$ cat src/rtl/kalman_pkg.sv
// Constants shared by the telemetry frame transmitter and receiver.
// Frame layout: HDR0, HDR1, then roll/pitch/yaw as big-endian 16-bit words.
package kalman_pkg;

   localparam logic [7:0] FRAME_HDR0          = 8'hDE;
   localparam logic [7:0] FRAME_HDR1          = 8'hAD;
   localparam int         FRAME_PAYLOAD_BYTES = 6;
   localparam int         DEFAULT_BAUD_DIV    = 1041;

   localparam logic [1:0] FR_HUNT_DE  = 2'd0;
   localparam logic [1:0] FR_HUNT_AD  = 2'd1;
   localparam logic [1:0] FR_PAYLOAD  = 2'd2;

   function automatic logic [15:0] be16(input logic [7:0] hi, input logic [7:0] lo);
      return {hi, lo};
   endfunction

endpackage

$ cat src/rtl/uart_rx.sv
// 8N1 byte receiver: rx synchroniser, start/data/stop bit FSM, byte strobe and
// stop-bit error strobe. BAUD_DIV must be at least 4.
module uart_rx #(
   parameter int BAUD_DIV = 16
) (
   input  logic       clk,
   input  logic       rst_n,
   input  logic       rx,
   output logic [7:0] byte_data,
   output logic       byte_valid,
   output logic       stop_err,
   output logic       bit_idle
);

   localparam int            CW       = $clog2(BAUD_DIV);
   localparam logic [CW-1:0] CNT_LAST = CW'(BAUD_DIV - 1);
   localparam logic [CW-1:0] CNT_HALF = CW'(BAUD_DIV / 2 - 1);

   localparam logic [1:0] S_IDLE  = 2'd0;
   localparam logic [1:0] S_START = 2'd1;
   localparam logic [1:0] S_DATA  = 2'd2;
   localparam logic [1:0] S_STOP  = 2'd3;

   logic          rx_meta_reg;
   logic          rx_sync_reg;
   logic          rx_prev_reg;
   logic [1:0]    state_reg;
   logic [CW-1:0] cnt_reg;
   logic [2:0]    bit_idx_reg;
   logic [7:0]    shift_reg;
   logic [7:0]    byte_data_reg;
   logic          byte_valid_reg;
   logic          stop_err_reg;

   assign byte_data  = byte_data_reg;
   assign byte_valid = byte_valid_reg;
   assign stop_err   = stop_err_reg;
   assign bit_idle   = (state_reg == S_IDLE);

   always_ff @(posedge clk or negedge rst_n) begin
      if (!rst_n) begin
         rx_meta_reg    <= 1'b1;
         rx_sync_reg    <= 1'b1;
         rx_prev_reg    <= 1'b1;
         state_reg      <= S_IDLE;
         cnt_reg        <= '0;
         bit_idx_reg    <= '0;
         shift_reg      <= '0;
         byte_data_reg  <= '0;
         byte_valid_reg <= 1'b0;
         stop_err_reg   <= 1'b0;
      end else begin
         rx_meta_reg    <= rx;
         rx_sync_reg    <= rx_meta_reg;
         rx_prev_reg    <= rx_sync_reg;
         byte_valid_reg <= 1'b0;
         stop_err_reg   <= 1'b0;
         case (state_reg)
            S_IDLE: begin
               // Edge detect also covers re-arming after a bad stop bit: the
               // line must be seen high again before a new start is accepted.
               if (rx_prev_reg && !rx_sync_reg) begin
                  state_reg <= S_START;
                  cnt_reg   <= '0;
               end
            end
            S_START: begin
               if (cnt_reg == CNT_HALF) begin
                  cnt_reg     <= '0;
                  bit_idx_reg <= '0;
                  state_reg   <= rx_sync_reg ? S_IDLE : S_DATA;
               end else begin
                  cnt_reg <= cnt_reg + 1'b1;
               end
            end
            S_DATA: begin
               if (cnt_reg == CNT_LAST) begin
                  cnt_reg     <= '0;
                  shift_reg   <= {rx_sync_reg, shift_reg[7:1]};
                  bit_idx_reg <= bit_idx_reg + 1'b1;
                  if (bit_idx_reg == 3'd7) state_reg <= S_STOP;
               end else begin
                  cnt_reg <= cnt_reg + 1'b1;
               end
            end
            default: begin
               if (cnt_reg == CNT_LAST) begin
                  cnt_reg   <= '0;
                  state_reg <= S_IDLE;
                  if (rx_sync_reg) begin
                     byte_data_reg  <= shift_reg;
                     byte_valid_reg <= 1'b1;
                  end else begin
                     stop_err_reg <= 1'b1;
                  end
               end else begin
                  cnt_reg <= cnt_reg + 1'b1;
               end
            end
         endcase
      end
   end

endmodule

$ cat src/rtl/uart_frame_rx.sv
// Telemetry frame receiver: hunts the DE AD header, collects six payload bytes
// and publishes roll/pitch/yaw together; aborts on stop-bit errors or idle timeout.
module uart_frame_rx
   import kalman_pkg::*;
#(
   parameter int BAUD_DIV     = DEFAULT_BAUD_DIV,
   parameter int TIMEOUT_BITS = 20
) (
   input  logic        clk,
   input  logic        rst_n,
   input  logic        rx,
   output logic [7:0]  byte_data,
   output logic        byte_valid,
   output logic [15:0] roll,
   output logic [15:0] pitch,
   output logic [15:0] yaw,
   output logic        frame_valid,
   output logic        frame_err
);

   localparam int            TO_LIMIT = TIMEOUT_BITS * BAUD_DIV;
   localparam int            TW       = $clog2(TO_LIMIT + 1);
   localparam logic [TW-1:0] TO_LAST  = TW'(TO_LIMIT - 1);
   localparam logic [2:0]    LAST_IDX = 3'(FRAME_PAYLOAD_BYTES - 1);

   logic       rx_valid;
   logic       rx_err;
   logic       rx_idle;
   logic [7:0] rx_byte;

   uart_rx #(.BAUD_DIV(BAUD_DIV)) u_rx (
      .clk        (clk),
      .rst_n      (rst_n),
      .rx         (rx),
      .byte_data  (rx_byte),
      .byte_valid (rx_valid),
      .stop_err   (rx_err),
      .bit_idle   (rx_idle)
   );

   logic [1:0]    fstate_reg;
   logic [2:0]    idx_reg;
   logic [TW-1:0] idle_cnt_reg;
   logic          timeout_reg;
   logic          frame_valid_reg;
   logic [15:0]   roll_reg;
   logic [15:0]   pitch_reg;
   logic [15:0]   yaw_reg;
   logic [7:0]    shadow_reg  [FRAME_PAYLOAD_BYTES];
   logic [7:0]    shadow_next [FRAME_PAYLOAD_BYTES];

   logic in_frame;
   logic pay_byte;
   logic timeout_hit;

   assign in_frame    = (fstate_reg != FR_HUNT_DE);
   assign pay_byte    = rx_valid && (fstate_reg == FR_PAYLOAD);
   assign timeout_hit = in_frame && rx_idle && !rx_valid && (idle_cnt_reg == TO_LAST);

   assign byte_data   = rx_byte;
   assign byte_valid  = rx_valid;
   assign frame_valid = frame_valid_reg;
   assign frame_err   = rx_err | timeout_reg;
   assign roll        = roll_reg;
   assign pitch       = pitch_reg;
   assign yaw         = yaw_reg;

   // The last payload byte is forwarded straight into the angle load so all
   // three angles update in the cycle after its strobe.
   generate
      for (genvar gi = 0; gi < FRAME_PAYLOAD_BYTES; gi++) begin : g_shadow
         assign shadow_next[gi] = (pay_byte && idx_reg == 3'(gi)) ? rx_byte : shadow_reg[gi];
      end
   endgenerate

   always_ff @(posedge clk or negedge rst_n) begin
      if (!rst_n) begin
         for (int i = 0; i < FRAME_PAYLOAD_BYTES; i++) shadow_reg[i] <= '0;
      end else begin
         for (int i = 0; i < FRAME_PAYLOAD_BYTES; i++) shadow_reg[i] <= shadow_next[i];
      end
   end

   always_ff @(posedge clk or negedge rst_n) begin
      if (!rst_n) begin
         fstate_reg      <= FR_HUNT_DE;
         idx_reg         <= '0;
         idle_cnt_reg    <= '0;
         timeout_reg     <= 1'b0;
         frame_valid_reg <= 1'b0;
         roll_reg        <= '0;
         pitch_reg       <= '0;
         yaw_reg         <= '0;
      end else begin
         frame_valid_reg <= 1'b0;
         timeout_reg     <= 1'b0;
         if (rx_err) begin
            fstate_reg   <= FR_HUNT_DE;
            idle_cnt_reg <= '0;
         end else if (timeout_hit) begin
            fstate_reg   <= FR_HUNT_DE;
            timeout_reg  <= 1'b1;
            idle_cnt_reg <= '0;
         end else begin
            if (rx_valid || !in_frame) idle_cnt_reg <= '0;
            else if (rx_idle)          idle_cnt_reg <= idle_cnt_reg + 1'b1;

            if (rx_valid) begin
               case (fstate_reg)
                  FR_HUNT_DE: begin
                     if (rx_byte == FRAME_HDR0) fstate_reg <= FR_HUNT_AD;
                  end
                  FR_HUNT_AD: begin
                     if (rx_byte == FRAME_HDR1) begin
                        fstate_reg <= FR_PAYLOAD;
                        idx_reg    <= '0;
                     end else if (rx_byte != FRAME_HDR0) begin
                        fstate_reg <= FR_HUNT_DE;
                     end
                  end
                  default: begin
                     if (idx_reg == LAST_IDX) begin
                        fstate_reg      <= FR_HUNT_DE;
                        frame_valid_reg <= 1'b1;
                        roll_reg        <= be16(shadow_next[0], shadow_next[1]);
                        pitch_reg       <= be16(shadow_next[2], shadow_next[3]);
                        yaw_reg         <= be16(shadow_next[4], shadow_next[5]);
                     end else begin
                        idx_reg <= idx_reg + 1'b1;
                     end
                  end
               endcase
            end
         end
      end
   end

endmodule

$ cat config.mk
export PLATFORM = sky130hd
export DESIGN_NAME = uart_frame_rx
export DESIGN_NICKNAME = d
export VERILOG_FILES = /design/src/rtl/kalman_pkg.sv /design/src/rtl/uart_rx.sv /design/src/rtl/uart_frame_rx.sv
export SDC_FILE = /design/constraint.sdc
export NUM_CORES = 1
export LEC_CHECK = 0
export CORE_MARGIN = 2
export CORE_UTILIZATION = 50
export CTS_CLUSTER_DIAMETER = 100
export DETAILED_ROUTE_END_ITERATION = 12
export DONT_BUFFER_PORTS = 1
export SYNTH_ARGS = -nofsm -noshare
export SYNTH_HDL_FRONTEND = slang
export SYNTH_SLANG_ARGS = --single-unit
$ cat constraint.sdc
create_clock -name clk -period 2.8 [get_ports clk]
set_input_delay 0.42 -clock clk [delete_from_list [all_inputs] [get_ports clk]]
set_output_delay 0.42 -clock clk [all_outputs]
set_load 0.005 [all_outputs]
==> metrics.txt <==
io pins=62; antenna viol nets, final=0; synthesized area=0.00666 mm2; prevailing post-synth register cell=dfrtp_1; worst-case clock skew=6.63 ps; CTS clk-pin slew, worst paths=60 ps; Area contributors post-synth=dfrtp_1 (57%), mux2_2 (18%), nand2_1 (2.1%), ha_1 (1.9%), mux2_4 (1.8%); CP max-delay cell=or4_4; status=complete, but fails checks; die width=119 um; # H-tree levels=4; area leader, netlist=dfrtp_1; largest net degree at the start of global routing=156; wire length on met3=723 um; fin worst setup slack=449 ps; most frequent cells after synthesis=dfrtp_1 (152), mux2_2 (106), nand2_1 (38), o21ai_0 (17); PwrDens=650 mW/mm2; # setup viols final=0; Buffers on Ports=0; final setup TNS=0 ps; Final min period=2350 ps; wire per inst=18.3 um; DRC=0; vias in the first global route=4,093; number of synthesized flops with an enable pin=0; hpwl dp=8280 um; die area=0.0143 mm2; metal2 WL=6380 um; Critical Path Most Common Cell=or4_4; Synth Instances=509; overall routing resource usage=19.8%; syn avg cell area=13.1 um2; Slowest Stage Delay on Critical Path=630 ps; ys async rst share=100%; Cell Count, Final, Fillers Out=712; leakage power=3.50 nW; Synth cell types=53; Antenna Cells=0; Slew Limit Fails=0; Worst EP required=3100 ps; nets=536; Hold-fix buffers, CTS=1; worst path arrival time=2650 ps; DP Area=0.00691 mm2; clk root buf=clkbuf_16; #FFs+latches synth=155; worst slew pin tran=1180 ps; CP startpoint kind=flop; max reg flops=48; drt first pass iters=4; element type at the critical path end=flop; Worst Setup Path Type=reg -> reg; max layer used=met4; vias per inst=5.64; wire length on met1=5760 um; Die Height=119 um; register area share after synthesis=58.3%; Sink Count=155; GPL Wtd Cong=0.819; initial antenna violation count=0; initial core utilization=50.7%; Setup WS pre-CTS=471 ps; initial drt markers=269; clock tree from TritonCTS=yes; CP Cell Sequence=or4_4 -> or4_4 -> nor2_4 -> mux2_2; Num CTS Buffers=17; # placed instances=679; Min-Delay Path Class=in -> async; worst-case clock buffer depth=2; area grow syn2layout=12.8%; vias=4,013; Final Instance Area=0.00751 mm2; layout cell share with drive strength beyond 1=32.3%; first-pass GRT wire length=21,900 um; CTS-repair resized insts=0; GR Overflow Total=0; VDD IR-drop max=0.426 mV; worst skew pair latency=420 ps; warning count from the yosys run=0; RSZ-0062 raised after global routing=false; Register-to-Register Path Depth=4; fmax=425 MHz; crit path max fanout=10; core box area=0.0131 mm2; top-count cell post-synth=dfrtp_1; Yosys top cell area share=57.1%; period utilisation layout=84.0%; slew margin rel.=20.7%; row count=42; syn nets=522; final hold violations=155; Hold Slack=-303 ps; WL final=13,000 um; violated checks=negative hold slack; max_cap viols=0; # fillers=1,096
per-stage QoR:
step	hold WS (ps)	utilization (%)	power (mW)
CTS	-319	57.2	4.93
global route	-334	57.2	5.08
global placement	130	52.6	2.62
floorplan	124	-	2.57
finish	-303	57.2	4.88
detailed placement	130	52.6	2.63
final cells by class:
| class | instances | area [um2] | share of cell area [%] |
|---|---|---|---|
| inverters | 11 | 41.3 | 0.549 |
| clock buffers | 23 | 488 | 6.49 |
| well taps | 176 | 220 | 2.93 |
| clock inverters | 9 | 110 | 1.47 |
| multi-input cells | 324 | 2650 | 35.3 |
| flip-flops and latches | 155 | 3880 | 51.7 |
| repair buffers | 14 | 120 | 1.60 |
path summary, 6_finish.rpt:
kind                       slack (ps)        startpoint                end
setup / recovery                  450   u_rx.cnt_reg[7]  u_rx.byte_data[7]
hold / removal                   -300             rst_n    u_rx.cnt_reg[8]
setup reg to reg                  450   u_rx.cnt_reg[7]  u_rx.byte_data[7]
hold reg to reg                   360  u_rx.rx_meta_reg   u_rx.rx_sync_reg
max in group asynchronous        2910             rst_n     shadow_reg[28]
min in group clk                  360  u_rx.rx_meta_reg   u_rx.rx_sync_reg
report_power, final:
| group | switching (mW) | leakage, nW | internal (mW) |
|---|---|---|---|
| clock | 0.885 | 0.286 | 1.41 |
| combinational | 0.109 | 1.08 | 0.0887 |
| sequential | 0.0947 | 2.14 | 2.30 |
| total | 1.09 | 3.50 | 3.79 |
metal layers:
| metal | vias up | GRT usage (%) |
|---|---|---|
| li1 | 1881 | - |
| met1 | 2042 | 26.2 |
| met4 | 0 | 5.96 |
| met3 | 15 | 6.42 |
| met5 | - | 0 |
| met2 | 75 | 31.4 |
cells by family (layout without fill, tap and decap cells):
group | after synthesis | after routing | synth area share [%]
adders and majority gates | 10 | 10 | 1.88
buffers and inverters | 30 | 57 | 1.92
xor gates and xnor gates | 4 | 4 | 0.526
and+or+nand+nor | 126 | 126 | 10.6
muxes | 117 | 117 | 20.2
DFF | 155 | 155 | 58.3
AOI/OAI and AO/OA | 67 | 67 | 6.61
worst max-delay path: cells and delay by family (launching register included):
kind | cells | cell delay (ps)
DFF | 1 | 430
muxes | 1 | 360
and+or+nand+nor | 3 | 1440
layout by cell type (no fill, tap or decap), drive strengths merged, types with 5 or more instances in the layout:
| cell | instances |
|---|---|
| nand2 | 38 |
| buf | 13 |
| inv | 11 |
| or4 | 8 |
| o21ai | 18 |
| nor4 | 6 |
| clkbuf | 23 |
| o211ai | 10 |
| dfrtp | 152 |
| nand3b | 5 |
| nand3 | 14 |
| or3 | 7 |
| ha | 10 |
| mux2 | 114 |
| or2 | 5 |
| o31ai | 8 |
| a21oi | 14 |
| nor2 | 15 |
timing repair:
action                                  4_1_cts  5_1_grt
hold endpoints to repair                    156      155
setup buffers                                 0        0
endpoints found under the setup margin        0        0
Note: power is estimated with default switching activity, not from simulation.
